[src/rtl/regbank_wr_arbiter.sv]
// -----------------------------------------------------------------------------
// regbank_wr_arbiter
//
// Purpose:
//   Shares the single write port of a 2^AW x DW register bank among NREQ
//   requesters with round-robin arbitration. All outputs toward the bank
//   (write, dr, wrData) and the grant pulse are registered. An optional
//   power-up clear sequence zeroes every register before arbitration starts.
//
// Configuration macro:
//   REGARB_CLEAR_EN  - when defined, a CLEAR state writes 0 to addresses
//                      0..2^AW-1 after reset release and holds busy high
//                      until the last clear write is issued. When undefined,
//                      there is no CLEAR state, no clear counter, busy is 0.
//
// Parameters:
//   NREQ  number of requesters (2..8)
//   AW    register address width
//   DW    register data width
//
// Ports:
//   clk        in   system clock, rising edge
//   reset      in   asynchronous, active-low reset
//   wr_req     in   [NREQ]     per-requester write request (level)
//   wr_dr      in   [NREQ*AW]  destination register, requester i at [i*AW +: AW]
//   wr_data    in   [NREQ*DW]  write data, requester i at [i*DW +: DW]
//   gnt        out  [NREQ]     one-hot registered grant pulse
//   write      out             registered write enable to the bank
//   dr         out  [AW]       registered destination address to the bank
//   wrData     out  [DW]       registered write data to the bank
//   busy       out             high while the clear sequence runs
//   dbg_state  out             current FSM state (ST_ARB=0, ST_CLEAR=1)
//
// Handshake: a requester raises wr_req[i] and holds wr_req/wr_dr/wr_data
// stable until it observes gnt[i] high for one cycle; that cycle is the one in
// which its write is presented to the bank (bank commits on the following
// edge). Keeping wr_req[i] high past the grant counts as a new request.
// -----------------------------------------------------------------------------
module regbank_wr_arbiter #(
   parameter int NREQ = 4,
   parameter int AW   = 5,
   parameter int DW   = 32
) (
   input  logic                 clk,
   input  logic                 reset,
   input  logic [NREQ-1:0]      wr_req,
   input  logic [NREQ*AW-1:0]   wr_dr,
   input  logic [NREQ*DW-1:0]   wr_data,
   output logic [NREQ-1:0]      gnt,
   output logic                 write,
   output logic [AW-1:0]        dr,
   output logic [DW-1:0]        wrData,
   output logic                 busy,
   output logic                 dbg_state
);

   localparam int PW = (NREQ > 1) ? $clog2(NREQ) : 1;

`ifdef REGARB_CLEAR_EN
   typedef enum logic {ST_ARB = 1'b0, ST_CLEAR = 1'b1} state_t;

   state_t          r_state;
   state_t          w_nxt_state;
   logic [AW-1:0]   r_clr_cnt;
   logic [AW-1:0]   w_nxt_clr_cnt;
   logic            r_busy;
   logic            w_nxt_busy;
`else
   typedef enum logic {ST_ARB = 1'b0} state_t;
`endif

   // registered outputs and round-robin pointer
   logic [NREQ-1:0] r_gnt;
   logic            r_write;
   logic [AW-1:0]   r_dr;
   logic [DW-1:0]   r_wrdata;
   logic [PW-1:0]   r_rr;

   // arbitration and next-value wires
   logic            w_arb_en;
   logic            w_found;
   logic [PW-1:0]   w_winner;
   logic [NREQ-1:0] w_sel_gnt;
   logic [AW-1:0]   w_sel_dr;
   logic [DW-1:0]   w_sel_data;
   logic [NREQ-1:0] w_nxt_gnt;
   logic            w_nxt_write;
   logic [AW-1:0]   w_nxt_dr;
   logic [DW-1:0]   w_nxt_wrdata;
   logic [PW-1:0]   w_nxt_rr;

`ifdef REGARB_CLEAR_EN
   assign w_arb_en  = (r_state == ST_ARB);
   assign busy      = r_busy;
   assign dbg_state = r_state;
`else
   assign w_arb_en  = 1'b1;
   assign busy      = 1'b0;
   assign dbg_state = ST_ARB;
`endif

   assign gnt    = r_gnt;
   assign write  = r_write;
   assign dr     = r_dr;
   assign wrData = r_wrdata;

   // Round-robin search: first pass covers indices rr..NREQ-1, second pass
   // wraps to 0..rr-1. Only the first hit across both passes is taken.
   always_comb begin
      w_found  = 1'b0;
      w_winner = '0;
      for (int i = 0; i < NREQ; i++) begin
         if (!w_found && wr_req[i] && (PW'(i) >= r_rr)) begin
            w_found  = 1'b1;
            w_winner = PW'(i);
         end
      end
      for (int i = 0; i < NREQ; i++) begin
         if (!w_found && wr_req[i] && (PW'(i) < r_rr)) begin
            w_found  = 1'b1;
            w_winner = PW'(i);
         end
      end
   end

   // Winner's slices, selected with constant indices to keep the muxes simple.
   always_comb begin
      w_sel_gnt  = '0;
      w_sel_dr   = '0;
      w_sel_data = '0;
      for (int i = 0; i < NREQ; i++) begin
         if (PW'(i) == w_winner) begin
            w_sel_gnt[i] = 1'b1;
            w_sel_dr     = wr_dr[i*AW +: AW];
            w_sel_data   = wr_data[i*DW +: DW];
         end
      end
   end

   // Next-state / next-output logic. dr, wrData and rr hold when idle.
   always_comb begin
      w_nxt_gnt    = '0;
      w_nxt_write  = 1'b0;
      w_nxt_dr     = r_dr;
      w_nxt_wrdata = r_wrdata;
      w_nxt_rr     = r_rr;
`ifdef REGARB_CLEAR_EN
      w_nxt_state   = r_state;
      w_nxt_clr_cnt = r_clr_cnt;
      w_nxt_busy    = r_busy;
      if (r_state == ST_CLEAR) begin
         w_nxt_write   = 1'b1;
         w_nxt_dr      = r_clr_cnt;
         w_nxt_wrdata  = '0;
         w_nxt_clr_cnt = r_clr_cnt + 1'b1;
         // busy drops on the same edge that issues the last clear write
         if (r_clr_cnt == '1) begin
            w_nxt_state = ST_ARB;
            w_nxt_busy  = 1'b0;
         end
      end
`endif
      if (w_arb_en && w_found) begin
         w_nxt_gnt    = w_sel_gnt;
         w_nxt_write  = 1'b1;
         w_nxt_dr     = w_sel_dr;
         w_nxt_wrdata = w_sel_data;
         w_nxt_rr     = (w_winner == PW'(NREQ-1)) ? '0 : (w_winner + PW'(1));
      end
   end

`ifdef REGARB_CLEAR_EN
   always_ff @(posedge clk or negedge reset) begin
      if (!reset) begin
         r_state   <= ST_CLEAR;
         r_clr_cnt <= '0;
         r_busy    <= 1'b1;
      end else begin
         r_state   <= w_nxt_state;
         r_clr_cnt <= w_nxt_clr_cnt;
         r_busy    <= w_nxt_busy;
      end
   end
`endif

   always_ff @(posedge clk or negedge reset) begin
      if (!reset) begin
         r_gnt    <= '0;
         r_write  <= 1'b0;
         r_dr     <= '0;
         r_wrdata <= '0;
         r_rr     <= '0;
      end else begin
         r_gnt    <= w_nxt_gnt;
         r_write  <= w_nxt_write;
         r_dr     <= w_nxt_dr;
         r_wrdata <= w_nxt_wrdata;
         r_rr     <= w_nxt_rr;
      end
   end

endmodule
[config.mk]
export PLATFORM = sky130hd
export DESIGN_NAME = regbank_wr_arbiter
export DESIGN_NICKNAME = d
export VERILOG_FILES = /design/src/rtl/regbank_wr_arbiter.sv
export SDC_FILE = /design/constraint.sdc
export NUM_CORES = 1
export LEC_CHECK = 0
export BUFFER_PORTS_ARGS = -buffer_cell sky130_fd_sc_hd__buf_4
export CAP_MARGIN = 5
export CORE_MARGIN = 2
export CORE_UTILIZATION = 38
export DETAILED_ROUTE_END_ITERATION = 16
export PLACE_DENSITY = 0.86
export SLEW_MARGIN = 10
export SYNTH_ARGS = -nofsm -noshare
export SYNTH_HDL_FRONTEND = slang
export SYNTH_SLANG_ARGS = --single-unit
[constraint.sdc]
create_clock -name clk -period 2.1 [get_ports clk]
set_input_delay 0.42 -clock clk [delete_from_list [all_inputs] [get_ports clk]]
set_output_delay 0.42 -clock clk [all_outputs]
set_load 0.1 [all_outputs]
==> qor.csv, run 1 <==
metric,value,unit
slowest_delay,0.45,ns
outcome,"complete, but fails checks",
cp_slowest_cell,dfrtp_2,
crit_buf_inv,1,
multi_input_area,1640,sq um
setup_tns,-0.00964,ns
drc,0,
critPathTopFamily,compound AO/OA/AOI/OAI gates,
wl,10300,um
finClkSkew,0.00574,ns
crit_path_end_kind,flip-flop,
tightest_slew,0.564,ns
cp_max_fo,34,
relSlewSlack,0.624,
yosysUniqueCellTypes,26,
arrival,2.32,ns
setup_slack,-0.00442,ns
antenna_found_initial,0,
p_int,3.61,mW
grt_util_all_layers,0.215,
h-tree-depth,2,
pwr-share-seq,0.175,
fp.dieW,92.4,um
clockBufferDepth,2,
drtPass1Iterations,6,
failed_checks,negative setup slack,
worstSetupPathType,reg -> reg,
nets,714,
syn2layout_area_growth,65.0,%
clk_latency,0.29,ns
core-area,7650,sq um
combPwrFrac,0.762,
drive_gt1_frac,0.427,
hp-class,in -> async,
yosys.area_share.simple,0.220,
vias,3499,
fillers,692,
place_ws,-0.147,ns
dp_hpwl,7040,um
gr-total-overflow,0,
place_congestion,0.794,
switching_power,4.94,mW
start_util,0.389,
synth_fa_ha_area_frac,0.0168,
root_buffer,clkbuf_8,
placed_area,4600,sq um
layout_common_cells,"buf_4, dfrtp_1, nor2_1, nand2_1",
max_freq,0.475,GHz
clkTransAtPathRegs,0.08,ns
initialDrtViolationCount,165,
wire_per_inst,15.6,um
muxShareOfSynthArea,0.00379,
rr_endpoint,wrData[30],
period_share,1.00,
synth_area_leaders,"dfrtp_1, a221o_1, nand3b_1",
regArea,1100,sq um
boundaryPins,198,
ant_nets,0,
rsz0062_at_grt,yes,
rows,32,
synth_top_family_by_area,compound AO/OA/AOI/OAI gates,
cts_buffers,5,
grt_max_degree,46,
period_needed,2.10,ns
dieHeight,92.4,um
synth-xor-area-share,0,
clock-sinks,44,
crit_chain,nand2b_1 > a21o_1 > and3_4 > ha_4 > buf_12 > nand3b_1 > a221o_1 > a31oi_1,
cts_tree,yes,
clock_power_share,0.063,
p_per_area,1740,nW/um^2
fin_area,4900,sq um
ir_drop,0.781,mV
r2r_start,r_rr[1],
yosysTopAreaCellShare,0.371,
syn-cell-area,2970,sq um
utilization,0.641,
syn_inst,371,
ys_ff_latch,44,
synth_area_per_cell,8.01,sq um
drv_slew,0,
setup_viol_count_final,3,
maxCapViolCount,0,
leakage,2.40,nW
cts_hold_buf,0,
portBuffers,195,
reg2reg_depth,8,
grt_pass1_wl,15000,um
dieArea,8540,sq um
synth_compound_area_frac,0.279,
diodes,0,
grt_pass1_vias,3247,
swShare,0.578,
synth_top_area_cell,dfrtp_1,
final_common_cell,buf_4,
critPathRequiredTime,2.31,ns
hold_violations,0,
yosysWarnings,0,
routed_via_density,5.31,
ff2ff_setup_slack,-0.004,ns
synth-seq-area-share,0.371,
critPathLaunchType,flip-flop,
[stage by stage]
| stage | power (mW) | hold slack, ns | instances |
|---|---|---|---|
| 2_1_floorplan | 6.06 | 0.124 | 372 |
| 3_3_place_gp | 7.49 | 0.450 | 645 |
| 3_5_place_dp | 7.62 | 0.452 | 645 |
| 4_1_cts | 8.20 | 0.127 | 653 |
| 5_1_grt | 8.96 | 0.144 | 659 |
| 6_report | 8.55 | 0.109 | 659 |
[sequential cells by signal (all words and copies together), names as in the netlist]
signal / cells
wrData: 32
dr: 5
gnt: 4
r_rr: 2
write: 1
[worst max-delay path by stage]
stage / startpoint / slack, ns / cells after the start / to
3_3_place_gp: wr_req[0] / -0.06 / 9 / dr[3]
6_report: r_rr[1] / -0.004 / 8 / wrData[30]
2_1_floorplan: wr_req[0] / 0.02 / 9 / wrData[2]
4_1_cts: r_rr[1] / 0.0004 / 8 / wrData[16]
3_5_place_dp: wr_req[3] / -0.15 / 9 / wrData[16]
5_1_grt: r_rr[1] / -0.09 / 8 / wrData[16]
[layer usage]
| layer | vias up | GRT usage | part of all wire |
|---|---|---|---|
| met5 | - | 0 | 0 |
| met4 | 0 | 0.0510 | 0.013 |
| met3 | 12 | 0.0496 | 0.073 |
| li1 | 1683 | - | - |
| met1 | 1634 | 0.254 | 0.41 |
| met2 | 170 | 0.391 | 0.50 |
[layout make-up]
cell class	count	share of cell area
repair buffers	216	0.367
multi-input cells	252	0.335
flip-flops and latches	44	0.225
clock inverters	2	0.00204
clock buffers	6	0.0168
inverters	37	0.0283
well taps	102	0.0260
[worst reg2reg max path: cells and delay by family, from the launching register on]
kind            cells  cell delay [ns]
fa+ha+maj           1             0.20
simple gates        3             0.55
flops               1             0.45
compound gates      3             0.67
buf+inv             1             0.17
[power groups by stage]
stage                     combinational [mW]  sequential, mW  clock (mW)
after global placement                  6.00            1.49           0
after detailed placement                6.10            1.51           0
final                                   6.51            1.50       0.541
after CTS                               6.15            1.50       0.559
after floorplan                         1.81            4.25           0
after global routing                    6.80            1.55       0.604
[cell usage after synthesis (all sizes together)]
cell    instances
dfrtp          44
nand2          39
a21oi          38
nor2           38
a221o          37
a31oi          37
inv            37
nand3b         37
clkbuf         22
buf            17
and2            6
ha              4
nand2b          2
nand3           2
nor2b           2
a211o           1
a211oi          1
a21o            1
and3            1
conb            1
mux2            1
o211ai          1
o21ai           1
or4             1
[timing repair]
| item | CTS | global route |
|---|---|---|
| setup endpoints to repair | 37 | 37 |
| gates cloned | 0 | 4 |
| buffers inserted | 0 | 2 |
| pin swaps | 2 | 14 |
| gates resized for setup | 6 | 11 |
[cell families after synthesis]
logic type,after synthesis
buf+inv,76
flops,44
mux,1
fa+ha+maj,4
simple gates,128
compound gates,117
other cells,1
No activity file was read; power rests on OpenSTA's default activity.
==> inputs of run 2 (changes only) <==
==> constraint.sdc (replaced) <==
create_clock -name clk -period 1.83 [get_ports clk]
set_input_delay 0.366 -clock clk [delete_from_list [all_inputs] [get_ports clk]]
set_output_delay 0.366 -clock clk [all_outputs]
set_load 0.1 [all_outputs]
==> qor.csv, run 2 (synthesis gave the netlist of run 1 again) <==
metric,value,unit
grt_max_degree,45,
dp_hpwl,7170,um
antenna_found_initial,0,
drc,0,
ant_nets,0,
place_ws,-0.559,ns
failed_checks,negative setup slack,
period_needed,2.14,ns
utilization,0.698,
wl,12000,um
placed_area,4660,sq um
grt_pass1_wl,17400,um
place_congestion,0.769,
period_share,1.17,
clock-sinks,44,
initialDrtViolationCount,217,
root_buffer,clkbuf_8,
top_layer_used,met4,
fillers,622,
h-tree-depth,2,
dieArea,8540,sq um
grt_util_all_layers,0.256,
clock_power_share,0.076,
setup_slack,-0.305,ns
tightest_slew,0.572,ns
wl_met2,6090,um
diodes,0,
critPathLaunchType,flip-flop,
clk_latency,0.30,ns
fp.dieW,92.4,um
start_util,0.389,
portBuffers,195,
holdWs,0.0537,ns
fin_cells,688,
rsz0062_at_grt,yes,
routed_via_density,5.48,
largest_reg_flops,32,
vias,3770,
arrival,2.35,ns
hold_violations,0,
p_total,10.9,mW
outcome,"complete, but fails checks",
grt_pass1_vias,3565,
combPwrFrac,0.765,
gr-total-overflow,0,
wire_per_inst,17.5,um
dieHeight,92.4,um
swShare,0.554,
final_common_cell,buf_4,
rows,32,
worstSetupPathType,reg -> reg,
crit_path_end_kind,flip-flop,
hp-class,in -> async,
drtPass1Iterations,5,
clkTransAtPathRegs,0.09,ns
syn2layout_area_growth,79.5,%
met3_length,1140,um
relSlewSlack,0.619,
cp_max_fo,5,
nets,743,
met1_length,4460,um
clockBufferDepth,2,
setup_tns,-9.90,ns
cts_tree,yes,
core-area,7650,sq um
finClkSkew,0.0112,ns
boundaryPins,198,
fin_area,5340,sq um
dp_cells,652,
pwr-share-seq,0.158,
p_per_area,2040,nW/um^2
max_freq,0.468,GHz
drive_gt1_frac,0.481,
ir_drop,0.964,mV
p_int,4.85,mW
cts_buffers,5,
critPathRequiredTime,2.05,ns
setup_viol_count_final,38,
drv_slew,0,
leakage,2.61,nW
switching_power,6.03,mW
layout_common_cells,"buf_4, dfrtp_1, nand2_1",
maxCapViolCount,0,
==> run 2: cell count changes in the layout (fill, tap and decap cells not counted), moves of 2 or more <==
cell / change
a21oi_2: +11
buf_4: +19
clkbuf_16: +2
a21oi_1: -11
buf_16: +4
clkinv_2: -2
buf_6: +5
==> run 2: repair_timing <==
| item | 4_1_cts | 5_1_grt |
|---|---|---|
| setup buffers | 12 | 5 |
| endpoints found under the setup margin | 37 | 41 |
| pin swaps | 11 | 18 |
| gates resized for setup | 15 | 21 |
| hold buffers | 0 | 0 |
| hold endpoints to repair | 0 | 0 |
| cloned | 4 | 8 |
==> run 2: worst paths after layout <==
check,slack (ns),from,to,cells after the start
max,-0.31,r_rr[1],wrData[21],10
min,0.05,reset,gnt[3],1
max reg2reg,-0.31,r_rr[1],wrData[21],10
min reg2reg,0.55,wrData[3],wrData[3],2
max in group asynchronous,1.36,reset,r_rr[1],1
min in group clk,0.33,wr_dr[17],dr[2],3
==> run 2: final cells by class <==
cell class	instances	area [sq um]	area share
Clock inverter	1	30.0	0.00563
Multi-Input combinational cell	252	1700	0.319
Inverter	37	139	0.0260
Clock buffer	7	96.3	0.0181
Tap cell	102	128	0.0239
Timing Repair Buffer	245	2140	0.401
Sequential cell	44	1100	0.207
==> run 2: worst max-delay path: stages (launching register included) <==
cell and delay (ns):
dfrtp_2 0.44, nor2_2 0.06, and2_4 0.14, buf_4 0.14, a211oi_4 0.26, ha_4 0.19
buf_4 0.15, clkbuf_16 0.15, a21oi_2 0.03, a221o_1 0.31, a31oi_1 0.19
==> run 2: layer usage <==
metal,track usage,up-vias
met2,0.468,228
li1,-,1758
met5,0,-
met1,0.304,1758
met4,0.0896,0
met3,0.0382,26
==> run 2: power groups by stage <==
| stage | Combinational [mW] | Clock, mW | Sequential, mW |
|---|---|---|---|
| finish | 8.32 | 0.832 | 1.72 |
| global route | 8.66 | 0.889 | 1.79 |
| CTS | 7.75 | 0.835 | 1.72 |
| detailed placement | 7.03 | 0 | 1.73 |
| global placement | 6.90 | 0 | 1.72 |
| floorplan | 2.17 | 0 | 4.88 |
